**src/rtl/mux_stim_sequencer.sv**
```systemverilog
// -----------------------------------------------------------------------------
// mux_stim_sequencer
//   Stimulus source for the 2:1 mux lab stage. It walks the mux data pair and
//   select through a fixed 8-step sequence:
//     (in,sel): (0,0) -> (1,0) (2,0) (3,1) (0,1) (1,1) (2,1) (3,0) (0,0) ...
//   The step rate is set by a prescaler while running. The block can also be
//   paused, single-stepped, and stopped after a fixed number of sweeps.
//
// Parameters
//   DIV     clk cycles per automatic step while running (1..65535)
//   SWEEPS  full sweeps before DONE (0..255, 0 = run forever)
//
// Ports
//   clk        in   system clock, rising edge
//   rst        in   asynchronous, active-high reset
//   start      in   level request to begin (IDLE/DONE) or resume (PAUSE)
//   stop       in   level request to pause; wins over start everywhere
//   step       in   single advance request, honoured only in PAUSE
//   in[1:0]    out  mux data inputs (registered)
//   sel        out  mux select (registered)
//   valid      out  one-cycle pulse marking a fresh in/sel vector
//   sweep_cnt  out  completed sweeps (wraps 255 -> 0)
//   busy       out  high in RUN or PAUSE
//   done       out  high in DONE
//   state_dbg  out  current FSM state, for debug and checkers
//
// Handshake: valid is a push-only strobe with no ready. It is high for exactly
// the first cycle in which a new in/sel/sweep_cnt value is present; consumers
// must sample on that cycle and cannot apply backpressure.
// -----------------------------------------------------------------------------
module mux_stim_sequencer #(
  parameter int unsigned DIV    = 4,
  parameter int unsigned SWEEPS = 2
) (
  input  logic       clk,
  input  logic       rst,
  input  logic       start,
  input  logic       stop,
  input  logic       step,
  output logic [1:0] in,
  output logic       sel,
  output logic       valid,
  output logic [7:0] sweep_cnt,
  output logic       busy,
  output logic       done,
  output logic [1:0] state_dbg
);

  typedef enum logic [1:0] {
    S_IDLE  = 2'd0,
    S_RUN   = 2'd1,
    S_PAUSE = 2'd2,
    S_DONE  = 2'd3
  } state_e;

  localparam logic [15:0] DIV_LAST    = 16'(DIV - 1);
  localparam logic [7:0]  SWEEPS_LIM  = 8'(SWEEPS);
  localparam bit          RUN_FOREVER = (SWEEPS == 0);

  state_e      state_q;
  logic [1:0]  in_q;
  logic        sel_q;
  logic [7:0]  cnt_q;
  logic [15:0] presc_q;
  logic        valid_q;
  logic        busy_q;
  logic        done_q;

  // Values the sequence moves to on the next advance.
  logic [1:0]  in_d;
  logic        sel_d;
  logic        wrap_d;
  logic [7:0]  cnt_d;
  logic        finish_d;

  // Advance requests from the two sources that can move the sequence.
  logic        run_go;
  logic        resume_go;
  logic        adv_run;
  logic        adv_step;
  logic        adv;

  always_comb begin
    in_d     = in_q + 2'd1;
    // sel flips whenever the data pair lands on 3.
    sel_d    = sel_q ^ (in_d == 2'd3);
    // Landing back on (0,0) closes a sweep.
    wrap_d   = (in_d == 2'd0) && !sel_d;
    cnt_d    = cnt_q + {7'd0, wrap_d};
    finish_d = wrap_d && !RUN_FOREVER && (cnt_d == SWEEPS_LIM);
  end

  always_comb begin
    run_go    = start && !stop;
    resume_go = (state_q == S_PAUSE) && run_go;
    // stop blocks the advance even when the prescaler is at its last count.
    adv_run   = (state_q == S_RUN) && !stop && (presc_q == DIV_LAST);
    adv_step  = (state_q == S_PAUSE) && step && !start && !stop;
    adv       = adv_run || adv_step;
  end

  always_ff @(posedge clk or posedge rst) begin
    if (rst) begin
      state_q <= S_IDLE;
      in_q    <= 2'd0;
      sel_q   <= 1'b0;
      cnt_q   <= 8'd0;
      presc_q <= 16'd0;
      valid_q <= 1'b0;
      busy_q  <= 1'b0;
      done_q  <= 1'b0;
    end else begin
      valid_q <= adv;

      if (adv) begin
        in_q  <= in_d;
        sel_q <= sel_d;
        cnt_q <= cnt_d;
      end

      case (state_q)
        S_IDLE, S_DONE: begin
          if (run_go) begin
            // Fresh run: nothing from a previous run is carried over.
            state_q <= S_RUN;
            in_q    <= 2'd0;
            sel_q   <= 1'b0;
            cnt_q   <= 8'd0;
            presc_q <= 16'd0;
            busy_q  <= 1'b1;
            done_q  <= 1'b0;
          end
        end

        S_RUN: begin
          if (stop) begin
            state_q <= S_PAUSE;
          end else if (adv_run) begin
            presc_q <= 16'd0;
            if (finish_d) begin
              state_q <= S_DONE;
              busy_q  <= 1'b0;
              done_q  <= 1'b1;
            end
          end else begin
            presc_q <= presc_q + 16'd1;
          end
        end

        S_PAUSE: begin
          if (resume_go) begin
            // Resume keeps in/sel but restarts the step interval.
            state_q <= S_RUN;
            presc_q <= 16'd0;
          end else if (adv_step && finish_d) begin
            state_q <= S_DONE;
            busy_q  <= 1'b0;
            done_q  <= 1'b1;
          end
        end

        default: state_q <= S_IDLE;
      endcase
    end
  end

  assign in        = in_q;
  assign sel       = sel_q;
  assign valid     = valid_q;
  assign sweep_cnt = cnt_q;
  assign busy      = busy_q;
  assign done      = done_q;
  assign state_dbg = state_q;

endmodule

```
**config.mk**
```make
export PLATFORM = sky130hd
export DESIGN_NAME = mux_stim_sequencer
export DESIGN_NICKNAME = d
export VERILOG_FILES = /design/src/rtl/mux_stim_sequencer.sv
export SDC_FILE = /design/constraint.sdc
export NUM_CORES = 1
export LEC_CHECK = 0
export ABC_AREA = 1
export BUFFER_PORTS_ARGS = -buffer_cell sky130_fd_sc_hd__buf_2
export CAP_MARGIN = 20
export CORE_MARGIN = 2
export CORE_UTILIZATION = 60
export CTS_CLUSTER_SIZE = 14
export DETAILED_ROUTE_END_ITERATION = 12
export GPL_TIMING_DRIVEN = 0
export PLACE_DENSITY = 0.81
export SLEW_MARGIN = 15
export SYNTH_ARGS = -nofsm -noshare
export SYNTH_HDL_FRONTEND = slang
export SYNTH_SLANG_ARGS = --single-unit
export TNS_END_PERCENT = 10
```
**constraint.sdc**
```tcl
create_clock -name clk -period 5.85 [get_ports clk]
set_clock_uncertainty 0.15 [all_clocks]
set_input_delay 0.8775 -clock clk [delete_from_list [all_inputs] [get_ports clk]]
set_output_delay 0.8775 -clock clk [all_outputs]
set_load 0.005 [all_outputs]
```
## Word-level counts from Yosys, hierarchy flattened

Index checks and enable logic that the tools add are counted.

| storage, ports and cells | value |
|---|---|
| register bits after elaboration | 32 |
| output and inout port bits | 16 |
| logic and storage cells | 83 |

| operators by class | value |
|---|---|
| add/sub/neg operators | 3 |
| equality and inequality tests | 16 |
| muxes and demuxes | 35 |
| bitwise logic cells | 1 |
| reduce and logical (&&, ||, !) cells | 20 |

Operator list:

| kind | count |
|---|---|
| two-way mux 16 bit | 4 |
| one-hot mux 16 bit (3 select lines) | 1 |
| two-way mux 8 bit | 3 |
| two-way mux 2 bit | 9 |
| adder 16 x 1 -> 16 bit (second input constant) | 1 |
| == test 16 x 2 -> 1 bit (second input constant) | 1 |
| two-way mux 1 bit | 15 |
| != test 2 bit (second input constant) | 6 |
| logical AND 1 bit | 10 |
| adder 8 x 1 -> 8 bit | 1 |
| == test 8 x 2 -> 1 bit (second input constant) | 1 |
| == test 2 bit (second input constant) | 3 |
| != test 3 bit (second input constant) | 2 |
| one-hot mux 1 bit (3 select lines) | 2 |
| one-hot mux 2 bit (3 select lines) | 1 |
| AND reduction 6 bit | 1 |
| zero test 2 bit | 2 |
| AND reduction 4 bit | 1 |
| zero test 1 bit | 3 |
| != test 3 x 2 -> 1 bit (second input constant) | 1 |
| AND reduction 3 bit | 1 |
| adder 2 x 1 -> 2 bit (second input constant) | 1 |
| == test 2 x 1 -> 1 bit (second input constant) | 1 |
| != test 2 x 1 -> 1 bit (second input constant) | 1 |
| 3 further kinds | 3 |

## Logic depth before layout (Yosys ltp)

| logic depth | value |
|---|---|
| depth in word-level cells | 12 |
| gate-level depth with buffers | 18 |

## Worst setup path after synthesis

No wires, ideal clock.

| path | value |
|---|---|
| path kind | register to register |
| start | register in_q[0] (netlist: in[0]) |
| end | register done_q (netlist: done) |
| setup time | 0.117 ns |
| data arrival time | 1.949 ns |
| data required time | 5.583 ns |
| path slack | 3.634 ns |
| cell stages (with the launch flop) | 19 |
| clock period less this slack | 2.216 ns |
| cells stage by stage | dfrtp_1 inv_1 ha_1 inv_1 nand2_1 nand3_1 inv_1 ha_1 nand2_1 nor2_2 nand2_1 nand2_1 nand2_1 nor2_2 nand3_1 a21oi_2 nand2_1 nand2_1 nand2_1 |

| between the ends | value |
|---|---|
| word-level cells in the longest chain between the ends | 11 |
| elaborated cells on any way between the ends | 13 |
| classes of those cells | add/sub: 2; eq/ne: 4; bitwise: 1; reduce/logical: 6 |

Ends and longest elaborated chain:

| element | RTL line | source |
|---|---|---|
| start, declared | 61 | `logic [1:0] in_q;` |
| start signal, assigned | 116 | `in_q <= in_d;` |
| adder 2 x 1 -> 2 bit (*) | 84 | `in_d = in_q + 2'd1;` |
| == test 2 bit | 86 | `sel_d = sel_q ^ (in_d == 2'd3);` |
| XOR 1 bit | 86 |  |
| zero test 1 bit | 88 | `wrap_d = (in_d == 2'd0) && !sel_d;` |
| logical AND 1 bit (*) | 88 |  |
| adder 8 x 1 -> 8 bit | 89 | `cnt_d = cnt_q + {7'd0, wrap_d};` |
| == test 8 x 2 -> 1 bit | 90 | `finish_d = wrap_d && !RUN_FOREVER && (cnt_d == SWEEPS_LIM);` |
| logical AND 1 bit (*) | 90 |  |
| logical AND 1 bit | 155 | `end else if (adv_step && finish_d) begin` |
| != test 2 x 1 -> 1 bit (no line) | -- |  |
| AND reduction 6 bit (no line) (*) | -- |  |
| end signal, assigned | 111 | `done_q <= 1'b0;` |
| end signal, assigned | 143 | `done_q <= 1'b1;` |
| end signal, assigned | 158 | `done_q <= 1'b1;` |
| end, declared | 67 | `logic done_q;` |

Every way passes the cells marked *; elsewhere a longest branch is shown, timed or not.
A chain may end at the register's enable or synchronous reset.

## Final worst setup path

| path | value |
|---|---|
| start | register in_q[0] (netlist: in[0]) |
| end | register state_q[0] (netlist: state_dbg[0]) |

| between the ends | value |
|---|---|
| word-level cells in the longest chain between the ends | 11 |
| elaborated cells on any way between the ends | 13 |
| classes of those cells | add/sub: 2; eq/ne: 4; bitwise: 1; reduce/logical: 6 |

Ends and longest elaborated chain:

| element | RTL line | source |
|---|---|---|
| adder 2 x 1 -> 2 bit (*) | 84 |  |
| == test 2 bit | 86 |  |
| XOR 1 bit | 86 |  |
| zero test 1 bit | 88 |  |
| logical AND 1 bit (*) | 88 |  |
| adder 8 x 1 -> 8 bit | 89 |  |
| == test 8 x 2 -> 1 bit | 90 |  |
| logical AND 1 bit (*) | 90 |  |
| logical AND 1 bit | 155 |  |
| != test 3 x 2 -> 1 bit (no line) | -- |  |
| AND reduction 4 bit (no line) (*) | -- |  |
| end signal, assigned | 153 | `state_q <= S_RUN;` |
| end signal, assigned | 156 | `state_q <= S_DONE;` |
| end signal, assigned | 162 | `default: state_q <= S_IDLE;` |
| end, declared | 60 | `state_e state_q;` |

Marked as above.

==> flow_summary.json <==
{
  "fmax_mhz": 386,
  "overflow": 0,
  "dp_hpwl_mm": 3.37,
  "drc_errors": 0,
  "grt_pass1_wl_mm": 8.04,
  "die_h_um": 62.2,
  "core_area_mm2": 0.00328,
  "hold_depth": 2,
  "antenna_cells": 0,
  "cellPowerDensity_mw_per_mm2": 401,
  "timing.hold.ws_ns": 0.331,
  "finish.instance_area_mm2": 0.00224,
  "timing.final.crit_share_pct": 44.2,
  "power_frac_comb_pct": 50.6,
  "routabilityCongestion": 0.820,
  "initial_utilization_pct": 61.9,
  "timing.rr.end": "state_dbg[0]$_DFFE_PP0P_",
  "r2r_setup_slack_ns": 3.26,
  "post_cts_buffers": 0,
  "holdPathEnd": "done$_DFFE_PP0P_",
  "cts_inserted_buffers": 5,
  "critPathMaxStageDelay_ns": 0.43,
  "p_int_mw": 0.474,
  "reg2reg_depth": 18,
  "ioPinCount": 21,
  "tritoncts": "yes",
  "drtAntennaViolNets": 0,
  "clk_latency_ns": 0.33,
  "die_area_mm2": 0.00387,
  "clk_path_buf_depth": 2,
  "slew_violations": 0,
  "clk_pin_slew_ns": 0.10,
  "path_max_fanout": 5,
  "start_kind": "register",
  "path_common_cell": "nand2_1",
  "track_usage_pct": 25.6,
  "clockRootBuffer": "clkbuf_4",
  "tightest_slew_ns": 0.669,
  "cp.required_ns": 5.93,
  "antenna_found_initial": 0,
  "die-width_um": 62.2,
  "placed_cell_area_mm2": 0.00219,
  "ctsHoldBuffers": 0,
  "synth-seq-cells": 32,
  "multi_input_area_mm2": 0.00104,
  "period_minus_slack_ns": 2.59,
  "maxCapViolCount": 0,
  "vias": 1908,
  "clkPwrFrac_pct": 13.2,
  "fin_nets": 311,
  "min-delay-start": "done$_DFFE_PP0P_",
  "syn_to_final_growth_pct": 10.0,
  "top_layer": "met4",
  "grt_pass1_vias": 1831,
  "grt_max_degree": 33,
  "rsz0062_at_grt": "false",
  "numPortBuffers": 20,
  "power_switching_share_pct": 47.1,
  "crit_arrival_ns": 2.67,
  "met1_length_mm": 2.00,
  "min_path_type": "reg -> reg",
  "r2r-start": "in[0]$_DFF_PP0_",
  "p_seq_share_pct": 36.2,
  "seqCellArea_um2": 801,
  "outcome": "finished, final reports clean",
  "worstSetupEndpointType": "register",
  "finalSetupViolCount": 0,
  "critical_path_class": "reg -> reg",
  "netlist_area_mm2": 0.00203,
  "crit_chain": "inv_1 -> ha_1 -> inv_1 -> nand2_1 -> nand3_1 -> inv_1 -> ha_1 -> nand2_1 -> nor2_2 -> nand2_1 -> nand2_1 -> nand2_1 -> nor2_2 -> nand4_1 -> nand2_1 -> nand3_1 -> nand2_1 -> nand2_1",
  "cts_max_level": 2,
  "peakVddDrop_mv": 0.235,
  "drt_wl_total_mm": 4.53,
  "finalHoldViolCount": 0,
  "relSlewSlack_pct": 55.4,
  "avgSynthCellArea_um2": 7.48,
  "power.switching_mw": 0.423,
  "slowest_stage": "dfrtp_1",
  "synth_cells": 272,
  "synth_cell_types": 31,
  "rows": 21,
  "fin_setup_tns_ns": 0,
  "met3_length_um": 195,
  "wl_per_cell_um": 13.1,
  "detail_route.first_pass.iterations": 4,
  "synth.net_count": 284,
  "numClockSinks": 32,
  "drt_iter0_drc": 130,
  "n_fill_cell": 305,
  "via_per_inst": 5.53,
  "dr_wl_met2_mm": 2.27,
  "yosysSeqAreaShare_pct": 39.4,
  "p_leak_nw": 1.13,
  "yosysWarnings": 0,
  "drive_above_1_share_pct": 19.4,
  "post_cts_resized": 0
}
==> stage by stage <==
step                power, mW  instances  worst slack, ns  utilization, %
global route            0.977        345             2.96            68.1
finish                  0.897        345             3.26            68.1
global placement        0.766        338             3.43            66.7
floorplan               0.646        272             3.63               -
detailed placement      0.776        338             3.33            66.7
CTS                     0.896        345             3.30            68.1
==> layer usage <==
metal	track usage, %	vias up
met3	5.07	7
met5	0	-
met4	8.06	0
met1	32.7	905
met2	43.9	38
li1	-	958
==> layout by cell type (no fill, tap or decap), types with 4 or more instances in the layout <==
cell / instances
nor3_1: 10
nand4_1: 11
ha_1: 7
nor2_2: 5
a21oi_1: 13
o22ai_1: 9
nor2_1: 25
buf_2: 20
dfrtp_1: 32
nand2_2: 5
a31oi_1: 4
inv_1: 34
inv_2: 8
clkbuf_4: 5
nand2_1: 64
nand3_1: 14
==> power by group through the flow <==
stage / clock, mW / sequential, mW / combinational, mW
2_1_floorplan: 0 / 0.324 / 0.322
3_3_place_gp: 0 / 0.327 / 0.439
3_5_place_dp: 0 / 0.327 / 0.449
4_1_cts: 0.121 / 0.324 / 0.451
5_1_grt: 0.134 / 0.333 / 0.511
6_report: 0.119 / 0.324 / 0.454
==> critical path: cells and delay by family, from the launching register on <==
kind                       cells  cell delay, ns
buffers and inverters          3            0.22
adders and majority gates      2            0.41
and+or+nand+nor               13            1.29
DFF                            1            0.43
==> logic make-up after synthesis <==
logic type	after synthesis	share of synthesized area (%)
flip-flops	32	39.4
adder cells (fa/ha/maj)	7	4.31
AND/OR/NAND/NOR	145	34.4
AO/OA/AOI/OAI	37	11.0
buffers and inverters	47	9.23
XOR/XNOR	4	1.72
==> state kept, by name, indices dropped and copies added, names as in the netlist <==
| register | flops |
|---|---|
| busy | 1 |
| done | 1 |
| in | 2 |
| presc_q | 16 |
| sel | 1 |
| state_dbg | 2 |
| sweep_cnt | 8 |
| valid | 1 |
==> worst max path at each step <==
stage / startpoint / endpoint / slack [ns]
after floorplan: in[0]$_DFF_PP0_ / done$_DFFE_PP0P_ / 3.63
after global placement: in[0]$_DFF_PP0_ / state_dbg[1]$_DFFE_PP0P_ / 3.43
after detailed placement: in[0]$_DFF_PP0_ / state_dbg[0]$_DFFE_PP0P_ / 3.33
after CTS: in[0]$_DFF_PP0_ / state_dbg[0]$_DFFE_PP0P_ / 3.30
after global routing: in[0]$_DFF_PP0_ / state_dbg[1]$_DFFE_PP0P_ / 2.96
final: in[0]$_DFF_PP0_ / state_dbg[0]$_DFFE_PP0P_ / 3.26
==> cell usage after synthesis (all sizes together) <==
cell type / instances / share of area (%)
buf: 3 / 1.1
nor2: 32 / 7.3
inv: 42 / 7.8
nand4: 11 / 3.4
nand2: 69 / 13
nor3: 14 / 4.7
o22ai: 9 / 2.8
xor2: 2 / 0.86
o21ai: 5 / 1.4
xnor2: 2 / 0.86
nor4: 3 / 1.2
nand3: 16 / 4.4
clkbuf: 2 / 0.37
dfrtp: 32 / 39
ha: 7 / 4.3
a31oi: 4 / 1.2
a21oi: 14 / 3.6
a311oi: 1 / 0.43
o21bai: 2 / 0.74
a22oi: 2 / 0.74
==> cell type report <==
cell class / instances / share of cell area, %
multi-input cells: 193 / 46.7
flip-flops and latches: 32 / 35.8
inverters: 42 / 7.05
repair buffers: 20 / 4.47
well taps: 46 / 2.57
clock buffers: 6 / 1.85
plain buffers: 5 / 1.34
clock inverters: 1 / 0.224
(Power assumes the default switching activity.)
